$ cat src/rtl/atm_pkg.sv
// Shared definitions for the ATM PIN checker: FSM state encoding, the cancel key
// and default sizing constants.
package atm_pkg;

    typedef enum logic [2:0] {
        IDLE,
        COLLECT,
        CHECK,
        RESULT,
        NEWPIN,
        WRITE
    } state_t;

    localparam logic [3:0] KEY_CANCEL = 4'hF;

    localparam int ACCT_BITS_DEFAULT = 2;
    localparam int DIGITS_DEFAULT    = 4;
    localparam int MAX_TRIES_DEFAULT = 3;

endpackage

$ cat src/rtl/atm_fail_tracker.sv
// Per-account saturating failure counters with sticky lock flags. The outputs
// describe the account currently addressed by acct.
module atm_fail_tracker
    import atm_pkg::*;
#(
    parameter int ACCT_BITS = ACCT_BITS_DEFAULT,
    parameter int MAX_TRIES = MAX_TRIES_DEFAULT
) (
    input  logic                 clk,
    input  logic                 rst,
    input  logic                 inc,
    input  logic                 clr,
    input  logic [ACCT_BITS-1:0] acct,
    output logic                 locked,
    output logic                 last_try
);

    localparam int         NACCT   = 2 ** ACCT_BITS;
    localparam logic [1:0] MAX_CNT = 2'(MAX_TRIES);

    logic [1:0] fail_cnt [NACCT];
    logic       lock_flag[NACCT];

    // The failure that brings the count to MAX_CNT also sets the lock; only reset clears it.
    always_ff @(posedge clk) begin
        if (rst) begin
            for (int i = 0; i < NACCT; i++) begin
                fail_cnt[i]  <= '0;
                lock_flag[i] <= 1'b0;
            end
        end else if (clr) begin
            fail_cnt[acct] <= '0;
        end else if (inc && (fail_cnt[acct] != MAX_CNT)) begin
            fail_cnt[acct] <= fail_cnt[acct] + 2'd1;
            if (fail_cnt[acct] == MAX_CNT - 2'd1) begin
                lock_flag[acct] <= 1'b1;
            end
        end
    end

    assign locked   = lock_flag[acct];
    assign last_try = (fail_cnt[acct] == MAX_CNT - 2'd1);

endmodule

$ cat config.mk
export PLATFORM = sky130hd
export DESIGN_NAME = atm_fail_tracker
export DESIGN_NICKNAME = d
export VERILOG_FILES = /design/src/rtl/atm_pkg.sv /design/src/rtl/atm_fail_tracker.sv
export SDC_FILE = /design/constraint.sdc
export NUM_CORES = 1
export LEC_CHECK = 0
export BUFFER_PORTS_ARGS = -buffer_cell sky130_fd_sc_hd__buf_2
export CORE_ASPECT_RATIO = 0.75
export CORE_MARGIN = 8
export CORE_UTILIZATION = 35
export DETAILED_ROUTE_END_ITERATION = 6
export GPL_TIMING_DRIVEN = 0
export PLACE_DENSITY = 0.6
export SLEW_MARGIN = 20
export SYNTH_ARGS = -nofsm -noshare
export SYNTH_HDL_FRONTEND = slang
export SYNTH_SLANG_ARGS = --single-unit
$ cat constraint.sdc
create_clock -name clk -period 2.05 [get_ports clk]
set_input_delay 0.1025 -clock clk [delete_from_list [all_inputs] [get_ports clk]]
set_output_delay 0.1025 -clock clk [all_outputs]
set_load 0.01 [all_outputs]
==> results_dict.tcl <==
set metrics [dict create \
    die-height_um 54.6 \
    synthSimpleGateAreaFrac 0.241 \
    antenna_found_initial 0 \
    track_usage 0.0787 \
    report.final.hold_viol_count 0 \
    synth-xor-area-share 0 \
    critical_path_class "reg2reg" \
    antenna_cells 0 \
    synth_largest_area_cell "edfxtp_1" \
    static-leakage-power_uw 0.000355 \
    cts_root_buffer "clkbuf_4" \
    switchingPower_uw 125 \
    synth-compound-area-share 0.0682 \
    cp_data_required_time_ns 2.02 \
    syn2layout_area_growth_pct 22.3 \
    number_of_global_route_vias_before_repair 464 \
    power.combinational.fraction 0.177 \
    hold-worst-slack_ns 0.282 \
    netlist_top_cells_count "12 x edfxtp_1, 8 x nor2_1, 5 x inv_1, 5 x o21ai_0, 4 x nand2_1" \
    arrival_time_reported_for_the_critical_path_endpoint_ns 2.00 \
    clkSinkCount 12 \
    ctsHtreeMaxLevel 1 \
    antenna_violating_nets_post_route 0 \
    combinational_family_with_the_most_area_after_synthesis "simple AND/OR/NAND/NOR gates" \
    min_path_type "in2reg" \
    die_outline_area_um2 3690 \
    report.power.total_uw 519 \
    grt_first_pass_wirelength_mm 2.16 \
    share_clk_of_total_power 0.273 \
    synth_edf_count 12 \
    nets 83 \
    final_estimated_routing_congestion_in_global_placement 0.779 \
    power-per-cell-area_nw_per_um2 610 \
    async_flop_share 0 \
    nFillCells 181 \
    grt_start_max_net_pins 11 \
    post_drt_wl_per_cell_um 12.8 \
    routed-via-count 468 \
    clock_path_buffers 2 \
    numPortBuffers 7 \
    yosys_top_cell_area_share 0.517 \
    crit_path_end_kind "flip-flop" \
    dp_slack_ns -0.326 \
    ys_warn_count 0 \
    status "finished clean" \
    synth.area.top_cells "edfxtp_1 52%, mux4_2 9.7%, nor2_1 4.3%, ha_1 3.6%, o21ai_0 3.6%" \
    core_um2 1940 \
    slew_margin_rel 0.746 \
    finalWorstSetupSlack_ns 0.0199 \
    drtPass1Iterations 4 \
    clk-insertion-delay-late_ns 0.27 \
    fin_worst_skew_ns 0.000821 \
    fp.dieW_um 67.5 \
    synthFlopType "edfxtp_1" \
    routed_via_density 4.82 \
    detail_route.wirelength_mm 1.24 \
    maxClockFrequency_mhz 493 \
    tritoncts_clock_tree "done" \
    floorplan.rows 14 \
    yosys_register_bits 12 \
    placed_area_um2 762 \
    cts_hold_buffers 0 \
    initialDrtViolationCount 3 \
    post_route_cells_drive_above_1_share 0.397 \
    slew_viol_final 0 \
    post-synth-top-count-cell "edfxtp_1" \
    syn_avg_cell_area_um2 12.2 \
    seq_power_share 0.549 \
    fin_area_um2 852 \
    io_pins 8 \
    switching_share 0.240 \
    cts_inserted_buffers 3 \
    finalSetupViolCount 0 \
    internal_power_uw 395 \
    postSynthNetCount 65 \
    totalNegativeSetupSlack_ns 0 \
    grt_remaining_overflow 0 \
    post_layout_min_period_ns 2.03 \
    syn-instance-count 57 \
    route.detailed.drc 0 \
    yosys.area_share.adder 0.0359 \
    min_period_over_period 0.990 \
    worstSetupStartpointType "flip-flop" \
    critical_path.max_fanout 7 \
    synth.area.mux_share 0.0969 \
    drv.max_cap_violation_count 0 \
    dp_wirelength_um 911 \
    initial_utilization 0.358 \
    netlist_area_um2 697 \
    slew_at_the_pin_closest_to_its_max_slew_limit_ns 0.378 \
    path_clk_slew_ns 0.07 \
    synth.yosys.seq_area_share 0.517 \
    worst_ir_drop_vdd_v 0.000361 \
    synth_cell_types 19 \
    grt_setup_unrepaired "true" \
]
[per-layer routing]
metal  up-vias  GRT usage  part of all wire
li1        237          -                 -
met1       219      0.112              0.51
met2        10      0.105              0.46
met3         2     0.0143             0.022
met4         0     0.0519             0.011
met5         -          0                 0
[cell type report]
cell class,count,area (µm²),share of cell area
Buffer,2,10.0,0.0117
Clock buffer,3,22.5,0.0264
Inverter,5,18.8,0.0220
Multi-Input combinational cell,38,330,0.388
Sequential cell,12,360,0.423
Tap cell,24,30.0,0.0352
Timing Repair Buffer,13,80.1,0.0940
[power groups by stage]
stage | Clock, µW | Combinational (µW) | Sequential [µW]
6_report | 142 | 92.1 | 285
5_1_grt | 153 | 102 | 287
4_1_cts | 145 | 88.1 | 285
3_5_place_dp | 0 | 76.1 | 291
3_3_place_gp | 0 | 75.0 | 291
2_1_floorplan | 0 | 54.3 | 289
[through the flow]
stage | cells | utilization
final | 97 | 0.438
after global routing | 97 | 0.438
after CTS | 97 | 0.433
after detailed placement | 88 | 0.392
after global placement | 88 | 0.392
after floorplan | 57 | -
[registers in the layout (all words and copies together), names as in the netlist]
| signal | flops |
|---|---|
| fail_cnt | 8 |
| lock_flag | 4 |
[layout by cell type, fill, tap and decap left out, types with 3 or more instances in the layout]
cell      instances
buf_2             9
buf_4             6
clkbuf_4          3
edfxtp_1         12
inv_1             5
mux4_2            3
nand2_1           4
nor2_1            8
nor3b_1           3
o21ai_0           4
o21ai_1           3
[cell families (layout without fill, tap and decap cells)]
group	Yosys count	count (layout)
flip-flops	12	12
AND/OR/NAND/NOR	25	25
buffers and inverters	7	23
AO/OA/AOI/OAI	8	8
multiplexers	3	3
adder cells (fa/ha/maj)	2	2
[repair_timing]
item	4_1_cts	5_1_grt
cloned	0	0
endpoints found under the setup margin	8	12
setup buffers	6	0
pin swaps	3	1
resized for setup	2	3
[final timing paths]
| check | startpoint | end | slack (ns) | depth (start not counted) |
|---|---|---|---|---|
| max | fail_cnt[2][1] | lock_flag[0] | 0.02 | 5 |
| min | inc | lock_flag[3] | 0.28 | 3 |
| max reg2reg | fail_cnt[2][1] | lock_flag[0] | 0.02 | 5 |
| min reg2reg | fail_cnt[2][0] | fail_cnt[2][0] | 0.92 | 3 |
[critical path: stages, from the launching register on]
cell and delay (ns):
edfxtp_1 0.39, mux4_2 0.53, ha_4 0.21, nor4b_4 0.28, nand2_4 0.12, o31ai_2 0.20
Note: power is estimated with default switching activity, not from simulation.
